### src/rtl/des_round_ctrl_if.sv
// des_round_ctrl_if: handshake and f-function bus of the DES round controller.
interface des_round_ctrl_if;
   logic        in_valid;
   logic        in_ready;
   logic [63:0] in_lr;
   logic        decrypt;
   logic [31:0] f_r;
   logic [3:0]  f_round;
   logic [31:0] f_out;
   logic        out_valid;
   logic        out_ready;
   logic [63:0] out_rl;
   logic        busy;
   modport master (
      output in_valid, in_lr, decrypt, f_out, out_ready,
      input  in_ready, f_r, f_round, out_valid, out_rl, busy
   );
   modport slave (
      input  in_valid, in_lr, decrypt, f_out, out_ready,
      output in_ready, f_r, f_round, out_valid, out_rl, busy
   );
endinterface

### src/rtl/des_round_ctrl.sv
// des_round_ctrl: iterative 16-round DES Feistel controller holding the L/R halves.
// Macro DES_DECRYPT_EN enables reversed subkey order when decrypt is latched high.
module des_round_ctrl (
   input logic             clk,
   input logic             rst_n,
   des_round_ctrl_if.slave bus
);
   typedef enum logic [1:0] {IDLE, RUN, DONE} state_t;
   state_t      state, state_nx;
   logic [31:0] l, r;
   logic [3:0]  cnt;
   logic        dec;
   logic        load;
   assign load = (state == IDLE) && bus.in_valid;
   always_ff @(posedge clk or negedge rst_n)
      if (!rst_n) state <= IDLE;
      else state <= state_nx;
   always_comb begin
      state_nx = state;
      state_nx = load ? RUN :
                 (state == RUN && cnt == 4'd15) ? DONE :
                 (state == DONE && bus.out_ready) ? IDLE : state;
   end
   always_ff @(posedge clk or negedge rst_n)
      if (!rst_n) begin
         l   <= '0;
         r   <= '0;
         cnt <= '0;
      end else if (load) begin
         l   <= bus.in_lr[63:32];
         r   <= bus.in_lr[31:0];
         cnt <= '0;
      end else if (state == RUN) begin
         l   <= r;
         r   <= l ^ bus.f_out;
         cnt <= cnt + 4'd1;
      end
`ifdef DES_DECRYPT_EN
   always_ff @(posedge clk or negedge rst_n)
      if (!rst_n) dec <= 1'b0;
      else if (load) dec <= bus.decrypt;
`else
   logic unused_decrypt;
   assign unused_decrypt = bus.decrypt;
   assign dec = 1'b0;
`endif
   assign bus.in_ready  = state == IDLE;
   assign bus.out_valid = state == DONE;
   assign bus.busy      = state != IDLE;
   assign bus.f_r       = r;
   // decryption walks the subkeys backwards: 15-cnt is just ~cnt in 4 bits
   assign bus.f_round   = (state == RUN) ? (dec ? ~cnt : cnt) : 4'd0;
   assign bus.out_rl    = (state == DONE) ? {r, l} : 64'd0;
endmodule

### src/flat_wrapper.sv
// flat-port wrapper written by rule: the top's interface ports become plain ports
module des_round_ctrl_flat 
  (clk, rst_n, bus_in_valid, bus_in_lr, bus_decrypt, bus_f_out, bus_out_ready, bus_in_ready, bus_f_r, bus_f_round, bus_out_valid, bus_out_rl, bus_busy);
  des_round_ctrl_if bus_i ();
  input logic clk;
  input logic rst_n;
  input wire logic [$bits(bus_i.in_valid)-1:0] bus_in_valid;
  input wire logic [$bits(bus_i.in_lr)-1:0] bus_in_lr;
  input wire logic [$bits(bus_i.decrypt)-1:0] bus_decrypt;
  input wire logic [$bits(bus_i.f_out)-1:0] bus_f_out;
  input wire logic [$bits(bus_i.out_ready)-1:0] bus_out_ready;
  output wire logic [$bits(bus_i.in_ready)-1:0] bus_in_ready;
  output wire logic [$bits(bus_i.f_r)-1:0] bus_f_r;
  output wire logic [$bits(bus_i.f_round)-1:0] bus_f_round;
  output wire logic [$bits(bus_i.out_valid)-1:0] bus_out_valid;
  output wire logic [$bits(bus_i.out_rl)-1:0] bus_out_rl;
  output wire logic [$bits(bus_i.busy)-1:0] bus_busy;
  assign bus_i.in_valid = bus_in_valid;
  assign bus_i.in_lr = bus_in_lr;
  assign bus_i.decrypt = bus_decrypt;
  assign bus_i.f_out = bus_f_out;
  assign bus_i.out_ready = bus_out_ready;
  assign bus_in_ready = bus_i.in_ready;
  assign bus_f_r = bus_i.f_r;
  assign bus_f_round = bus_i.f_round;
  assign bus_out_valid = bus_i.out_valid;
  assign bus_out_rl = bus_i.out_rl;
  assign bus_busy = bus_i.busy;
  des_round_ctrl u_core (.clk(clk), .rst_n(rst_n), .bus(bus_i));
endmodule
### config.mk
export PLATFORM = sky130hd
export DESIGN_NAME = des_round_ctrl_flat
export DESIGN_NICKNAME = d
export VERILOG_FILES = /design/src/rtl/des_round_ctrl_if.sv /design/src/rtl/des_round_ctrl.sv /design/src/flat_wrapper.sv
export SDC_FILE = /design/constraint.sdc
export NUM_CORES = 1
export LEC_CHECK = 0
export ABC_AREA = 1
export CAP_MARGIN = 0
export CORE_MARGIN = 3
export CORE_UTILIZATION = 30
export DETAILED_ROUTE_END_ITERATION = 7
export PLACE_DENSITY_LB_ADDON = 0.3
export SLEW_MARGIN = 15
export SYNTH_ARGS = -nofsm -noshare
export SYNTH_HDL_FRONTEND = slang
export SYNTH_SLANG_ARGS = --single-unit
### constraint.sdc
create_clock -name clk -period 1.2 [get_ports clk]
set_input_delay 0.24 -clock clk [delete_from_list [all_inputs] [get_ports clk]]
set_output_delay 0.24 -clock clk [all_outputs]
set_load 0.1 [all_outputs]
==> results of run 1 <==
[state kept, by name, indices dropped and copies added (netlist names)]
| name | count |
|---|---|
| u_core.cnt | 4 |
| u_core.l | 32 |
| u_core.state | 2 |
| u_core.bus.f_r | 32 |
[critical path, delay by kind of cell, from the launching register on]
family | cells | cell delay [ps]
flops | 1 | 450
simple gates | 1 | 150
buf+inv | 4 | 580
[routing by layer]
metal	vias up	track usage [%]	part of all wire [%]
met2	172	37.2	50
met1	2400	28.8	43
li1	2541	-	-
met3	18	4.24	5.3
met5	-	0	0
met4	0	6.44	1.8
[cells by family after synthesis]
kind of cell / Yosys count / share of synthesized area [%]
flops: 70 / 40.4
fa+ha+maj: 1 / 0.289
buf+inv: 140 / 13.6
simple gates: 438 / 39.3
compound gates: 37 / 6.21
xor+xnor: 1 / 0.202
[worst max-delay path by stage]
stage | to | slack, ps | cells after the start
final | bus_out_valid | -560 | 5
after global routing | bus_out_valid | -590 | 5
after detailed placement | u_core.l[22] | -210 | 4
after floorplan | bus_out_rl[14] | -430 | 5
after global placement | bus_out_rl[44] | -180 | 5
after CTS | bus_out_rl[44] | -530 | 5
[synth_stat cells]
master,count
buf_2,24
buf_4,7
buf_6,1
clkbuf_1,2
dfrtp_1,70
ha_1,1
inv_1,103
inv_2,3
nand2_1,332
nand2_4,1
nand3_1,34
nor2_1,70
nor2_4,1
o211ai_1,32
o21ai_0,3
o21ai_1,1
o21ai_2,1
xnor2_1,1
[stage by stage]
step | instances | setup WS (ps)
after CTS | 1112 | -528
after global placement | 1072 | -184
final | 1113 | -560
after global routing | 1113 | -586
after detailed placement | 1072 | -208
after floorplan | 687 | -427
[power groups by stage]
stage,combinational [W],sequential [W],clock [W]
2_1_floorplan,0.000114,0.00240,0
4_1_cts,0.000547,0.00236,0.00251
6_report,0.000613,0.00236,0.00248
5_1_grt,0.000667,0.00236,0.00264
3_5_place_dp,0.000539,0.00240,0
3_3_place_gp,0.000531,0.00240,0
[placed cells by master, fill, tap and decap left out, types with 5 or more instances in the layout]
cell type,count
nor2_4,69
dfrtp_1,36
inv_1,100
buf_4,21
o211ai_1,32
clkdlybuf4s50_1,97
nand2_1,255
dfrtp_2,34
buf_16,5
clkbuf_16,10
buf_6,11
nand3_1,30
buf_12,126
nand2_4,25
nand2_2,50
[what timing repair did]
action                                  4_1_cts  5_1_grt
hold buffers                                  1        0
endpoints found under the hold margin        70        0
cloned                                       10        1
resized for setup                            27      115
endpoints found under the setup margin      140      155
setup buffers                                14        5
pin swaps                                     6       65
[area by class of cell]
| type | instances | area, um2 | area share (%) |
|---|---|---|---|
| Sequential cell | 70 | 1790 | 18.7 |
| Clock buffer | 13 | 260 | 2.71 |
| Timing Repair Buffer | 264 | 3990 | 41.5 |
| Clock inverter | 2 | 10.0 | 0.104 |
| Inverter | 106 | 428 | 4.45 |
| Multi-Input combinational cell | 478 | 2910 | 30.3 |
| Tap cell | 180 | 225 | 2.34 |
==> results.json, run 1 <==
{
  "status": "finished, violations left",
  "violations": "setup timing",
  "grt_max_degree": 71,
  "slew_viol_final": 0,
  "coreArea_um2": 14000,
  "tns_ps": -55290,
  "portBuffers": 202,
  "cts_max_path_buffers": 2,
  "swShare_pct": 22.7,
  "fin_ws_ps": -560,
  "grt_pass1_vias": 5050,
  "gp_congestion": 0.855,
  "place_area_um2": 8480,
  "drt_first_iter_violations": 289,
  "min_period_ps": 1760,
  "hold_path_class": "input port to asynchronous set/reset pin",
  "layout-drive-gt1-share_pct": 40.0,
  "ir_worst_vdd_mv": 0.723,
  "path_cells": "buf_12 > nand2_8 > buf_12 > clkinvlp_4 > buf_12",
  "startpoint": "u_core.state[1]",
  "synth_area_per_cell_um2": 6.31,
  "critical-path-max-stage-delay_ps": 450,
  "die-width_um": 126,
  "p_sw_w": 0.00124,
  "syn_area_um2": 4330,
  "numCtsBuffers": 9,
  "p_per_area_nw_per_um2": 568,
  "r2r-end": "u_core.l[14]",
  "drt-total-wl_um": 18100,
  "vias_per_cell": 4.61,
  "crit-reg2reg-launch": "u_core.state[1]",
  "max_cap_violations": 0,
  "synth_area_leaders": "dfrtp_1 (40%), nand2_1 (29%), inv_1 (8.9%)",
  "clk_latency_ps": 330,
  "pin_count": 204,
  "synth_cell_type_count": 18,
  "netlist.top_cell.by_area": "dfrtp_1",
  "pwr-share-seq_pct": 43.3,
  "cp-start-kind": "flip-flop",
  "firstDrtPassIters": 4,
  "rsz0062_at_grt": "yes",
  "ant_nets": 0,
  "num_vias": 5131,
  "p_clk_share_pct": 45.5,
  "cts_tree": "built",
  "hold_ws_ps": 463,
  "cts_max_level": 3,
  "setup_viol": 141,
  "crit_arrival_ps": 1520,
  "dieHeight_um": 126,
  "start_util_pct": 31.0,
  "clock.fmax_ghz": 0.568,
  "p_leak_nw": 4.62,
  "crit_type": "flip-flop to primary output",
  "yosysTopAreaCellShare_pct": 40.4,
  "clk_pin_slew_ps": 50,
  "post-route-util_pct": 68.7,
  "antenna_found_initial": 0,
  "grt.total_usage_pct": 22.1,
  "worst_pin_slew_ps": 412,
  "detail_route.wl_per_cell_um": 16.3,
  "cp.required_ps": 960,
  "slew_headroom_pct": 72.5,
  "skew_ps": 4.99,
  "synth-seq-cells": 70,
  "grt_overflow": 0,
  "r2r_slack_ps": -360,
  "num_antenna_cells": 0,
  "layout-area-overhead-vs-synth_pct": 122,
  "grt_pass1_wl_um": 27600,
  "rows": 43,
  "fill_cells": 1081,
  "hold_viol_final": 0,
  "synthCells": 687,
  "finalNetCount": 1031,
  "crit_path_end_kind": "primary output",
  "pwr-share-comb_pct": 11.2,
  "final_area_um2": 9610,
  "internal-power_w": 0.00422,
  "p_total_w": 0.00546,
  "reg2regPathDepth": 9,
  "crit_top_cell": "buf_12",
  "hpwl_um": 12100,
  "remaining_drc_errors": 0,
  "fin_crit_sh_pct": 147,
  "clock-sinks": 70,
  "ctsRootBufferMaster": "clkbuf_16",
  "seq_area_frac_synth_pct": 40.4,
  "critPathMaxFanout": 7,
  "die_area_um2": 15900,
  "synth_nets": 789,
  "crit_slowest_cell": "dfrtp_2",
  "yosys_warnings": 0
}
(Power assumes the default switching activity.)
==> inputs of run 2 (changes only) <==
Settings changed: REMOVE_ABC_BUFFERS set to 1, TNS_END_PERCENT set to 5.
Clock period 1.2 ns to 1.6 ns, I/O delays scaled along.
==> results.json, run 2 (same netlist as run 1, synthesis figures left out) <==
{
  "clock.fmax_ghz": 0.546,
  "clk_pin_slew_ps": 60,
  "p_per_area_nw_per_um2": 465,
  "portBuffers": 202,
  "clock-sinks": 70,
  "layout-area-overhead-vs-synth_pct": 97.0,
  "hold_ws_ps": -7.54,
  "critPathMaxFanout": 13,
  "grt_pass1_vias": 4922,
  "pre_cts_slack_ps": 54.6,
  "skew_ps": 4.53,
  "min_period_ps": 1830,
  "hold_path_class": "input port to asynchronous set/reset pin",
  "max_cap_violations": 0,
  "p_leak_nw": 4.24,
  "final_cell_mix": "nand2_1 (330), buf_12 (112), inv_1 (102), clkdlybuf4s50_1 (97), dfrtp_1 (69)",
  "worst_pin_slew_ps": 682,
  "firstDrtPassIters": 4,
  "crit_arrival_ps": 1510,
  "grt_overflow": 0,
  "drt_first_iter_violations": 255,
  "grt.total_usage_pct": 20.5,
  "grt_pass1_wl_um": 25900,
  "dieHeight_um": 126,
  "pin_count": 204,
  "crit_slowest_cell": "dfrtp_1",
  "layout_commonest_cell": "nand2_1",
  "dp.cells": 1056,
  "start_util_pct": 31.0,
  "crit_type": "flip-flop to primary output",
  "setup_viol": 71,
  "die_area_um2": 15900,
  "ant_nets": 0,
  "cp.required_ps": 1280,
  "cts_tree": "built",
  "remaining_drc_errors": 0,
  "hpwl_um": 10800,
  "path_buf_inv": 3,
  "layout-drive-gt1-share_pct": 24.9,
  "path_cells": "inv_2 > nand2_8 > buf_12 > nor2_2 > buf_12",
  "cts_max_path_buffers": 2,
  "ctsRootBufferMaster": "clkbuf_16",
  "finalNetCount": 996,
  "cp-start-kind": "flip-flop",
  "postCtsHoldBufs": 0,
  "clk_latency_ps": 330,
  "coreArea_um2": 14000,
  "cts_max_level": 3,
  "status": "finished, violations left",
  "cp_top_family": "buffers and inverters",
  "antenna_found_initial": 0,
  "fill_cells": 1226,
  "ir_worst_vdd_mv": 0.635,
  "drt-total-wl_um": 16100,
  "crit_path_end_kind": "primary output",
  "detail_route.wl_per_cell_um": 15.0,
  "crit_top_cell": "buf_12",
  "slew_viol_final": 0,
  "rows": 43,
  "fin_ws_ps": -231,
  "vias_per_cell": 4.51,
  "num_vias": 4855,
  "rsz0062_at_grt": "yes",
  "num_antenna_cells": 0,
  "hold_viol_final": 6,
  "instances_no_fill": 1077,
  "die-width_um": 126,
  "grt_max_degree": 71,
  "numCtsBuffers": 9,
  "critical-path-max-stage-delay_ps": 410,
  "gp_congestion": 0.789,
  "fin_crit_sh_pct": 114,
  "violations": "hold timing, setup timing",
  "slew_headroom_pct": 54.5
}
## run 2: cell count changes in the layout (fill, tap and decap cells not counted), moves of 4 or more
cell,before,now
nand2_2,50,0
buf_6,11,2
buf_12,126,112
dfrtp_1,36,69
nor2_2,0,11
nor2_4,69,58
dfrtp_2,34,1
nand3_1,30,34
nand3_2,4,0
nand2_4,25,2
buf_4,21,15
nand2_1,255,330
## run 2: through the flow
stage	hold slack [ps]	cell area [um2]	util [%]	total power, W	setup TNS (ps)
floorplan	24.4	4140	-	0.00188	-170200
global placement	372	7670	54.8	0.00220	0
detailed placement	371	7670	54.8	0.00220	0
CTS	3.50	8390	60.0	0.00404	-15980
global route	16.1	8530	61.0	0.00416	-19450
finish	-7.54	8530	61.0	0.00397	-13450
## run 2: cell type report
type	instances	area (um2)	share of cell area [%]
repair buffers	230	3420	40.1
multi-input cells	477	2480	29.0
flip-flops and latches	70	1750	20.5
inverters	106	398	4.66
clock buffers	12	246	2.89
well taps	180	225	2.64
clock inverters	2	10.0	0.117
## run 2: repair_timing
item,CTS,global route
setup buffers,4,1
gates resized for setup,112,30
endpoints found under the setup margin,71,119
gates cloned,2,0
pin swaps,1,0
## run 2: path summary, 6_finish.rpt
check / from / end / slack (ps) / cells past startpoint
max: u_core.state[0] / bus_out_rl[37] / -230 / 5
min: rst_n / u_core.l[1] / -8 / 2
max reg2reg: u_core.state[1] / u_core.l[0] / 80 / 8
min reg2reg: u_core.cnt[3] / u_core.cnt[3] / 490 / 1
max in group asynchronous: rst_n / u_core.state[1] / 1270 / 2
min in group clk: u_core.cnt[3] / u_core.cnt[3] / 490 / 1
## run 2: per-layer routing
layer	part of all wire (%)	track usage, %	vias to the layer above
met5	0	0	-
met4	1.7	7.13	0
met3	8.0	6.32	18
met2	49	33.0	173
met1	42	26.1	2206
li1	-	-	2458
## run 2: power breakdown
group	internal, W	total (W)	switching [W]
registers	0.00177	0.00177	0
logic	0.000249	0.000398	0.000148
clock network	0.00107	0.00180	0.000732
## run 2: worst reg2reg max path: stages, from the launching register on
cell	delay, ps
dfrtp_2	470
buf_4	170
nor2_4	160
buf_6	130
nand2_4	60
inv_2	100
buf_12	180
nand2_1	80
o211ai_1	90
==> inputs of run 3 (changes only) <==
Settings changed: CTS_BUF_LIST set to sky130_fd_sc_hd__clkbuf_16, SETUP_SLACK_MARGIN set to 0.4.
==> results.json, run 3 (same netlist as run 1, synthesis figures left out) <==
{
  "cp-start-kind": "flip-flop",
  "drt_first_iter_violations": 238,
  "grt_max_degree": 71,
  "grt_pass1_wl_um": 26000,
  "ctsRootBufferMaster": "clkbuf_16",
  "crit_type": "flip-flop to primary output",
  "p_leak_nw": 4.25,
  "min_period_ps": 1830,
  "hold_ws_ps": -14.7,
  "detail_route.wl_per_cell_um": 15.0,
  "grt_pass1_vias": 4939,
  "cts_max_path_buffers": 2,
  "layout-drive-gt1-share_pct": 25.2,
  "worst_pin_slew_ps": 447,
  "p_per_area_nw_per_um2": 457,
  "hold_viol_final": 6,
  "finalNetCount": 996,
  "clock-sinks": 70,
  "clock.fmax_ghz": 0.545,
  "portBuffers": 202,
  "layout-area-overhead-vs-synth_pct": 97.5,
  "skew_ps": 3.53,
  "numCtsBuffers": 9,
  "clk_latency_ps": 340,
  "drt-total-wl_um": 16100,
  "ir_worst_vdd_mv": 0.633,
  "fin_crit_sh_pct": 115,
  "pin_count": 204,
  "antenna_found_initial": 0,
  "pre_cts_slack_ps": 54.6,
  "rows": 43,
  "vias_per_cell": 4.52,
  "die-width_um": 126,
  "crit_arrival_ps": 1510,
  "cts_tree": "built",
  "gp_congestion": 0.789,
  "rsz0062_at_grt": "yes",
  "grt_overflow": 0,
  "ant_nets": 0,
  "remaining_drc_errors": 0,
  "hpwl_um": 10800,
  "slew_viol_final": 0,
  "start_util_pct": 31.0,
  "clk_pin_slew_ps": 60,
  "dieHeight_um": 126,
  "crit_path_end_kind": "primary output",
  "hold_path_class": "input port to asynchronous set/reset pin",
  "die_area_um2": 15900,
  "postCtsHoldBufs": 0,
  "slew_headroom_pct": 70.2,
  "max_cap_violations": 0,
  "violations": "hold timing, setup timing",
  "status": "finished, violations left",
  "cts_max_level": 3,
  "num_antenna_cells": 0,
  "num_vias": 4869,
  "final_cell_mix": "nand2_1 (329), buf_12 (113), inv_1 (104), clkdlybuf4s50_1 (97), dfrtp_1 (66)",
  "layout_commonest_cell": "nand2_1",
  "fin_ws_ps": -235,
  "cp.required_ps": 1280,
  "grt.total_usage_pct": 20.5,
  "coreArea_um2": 14000,
  "critPathMaxFanout": 13,
  "firstDrtPassIters": 4,
  "setup_viol": 71
}
[run 3: cell types whose count changed in the layout (fill, tap and decap cells not counted), sizes merged]
cell / delta
clkbuf: -3
clkinv: +1
inv: +2
[run 3: worst max-delay path, cell delays in order, from the launching register on]
cell and delay [ps]:
dfrtp_1 410, inv_2 110, nand2_8 110, buf_12 190, nor2_2 140, buf_12 190
[run 3: per-stage QoR]
stage / power (W) / TNS (ps) / utilization [%] / std cells / cell area [um2]
2_1_floorplan: 0.00188 / -170200 / - / 653 / 4140
3_3_place_gp: 0.00220 / 0 / 54.8 / 1056 / 7670
6_report: 0.00392 / -13700 / 61.2 / 1077 / 8560
3_5_place_dp: 0.00220 / 0 / 54.8 / 1056 / 7670
5_1_grt: 0.00410 / -19160 / 61.2 / 1077 / 8560
4_1_cts: 0.00398 / -15980 / 60.2 / 1076 / 8430
[run 3: timing repair]
item / 4_1_cts / 5_1_grt
setup buffers: 4 / 1
gates resized for setup: 125 / 29
gates cloned: 2 / 0
pin swaps: 2 / 1
endpoints found under the setup margin: 173 / 173
endpoints found under the hold margin: 0 / 0
[run 3: routing by layer]
metal	vias to the layer above	GRT usage, %	part of all wire, %
met5	-	0	0
met4	0	7.13	2.3
met3	24	6.32	7.3
met2	164	33.4	49
met1	2216	25.8	41
li1	2465	-	-
[run 3: path summary, 6_finish.rpt]
check	startpoint	to	slack, ps	depth (start not counted)
worst max-delay path	u_core.state[0]	bus_out_rl[37]	-230	5
worst min-delay path	rst_n	u_core.l[1]	-10	2
worst max register to register	u_core.state[1]	u_core.l[0]	90	8
worst min register to register	u_core.cnt[3]	u_core.cnt[3]	490	1
max in group asynchronous	rst_n	u_core.bus.f_r[25]	1260	2
min in group clk	u_core.cnt[3]	u_core.cnt[3]	490	1
[run 3: final cells by class]
| type | count | area [um2] |
|---|---|---|
| tap | 180 | 225 |
| sequential | 70 | 1760 |
| fill | 1227 | 5430 |
| multi-input combinational | 477 | 2490 |
| clock inverter | 5 | 21.3 |
| clock buffer | 9 | 225 |
| inverter | 106 | 408 |
| timing repair buffer | 230 | 3430 |
[run 3: where the power goes]
group / total [W] / internal [W] / switching, W
logic: 0.000399 / 0.000249 / 0.000150
clock network: 0.00175 / 0.00101 / 0.000737
registers: 0.00177 / 0.00177 / 0
total: 0.00392 / 0.00303 / 0.000886
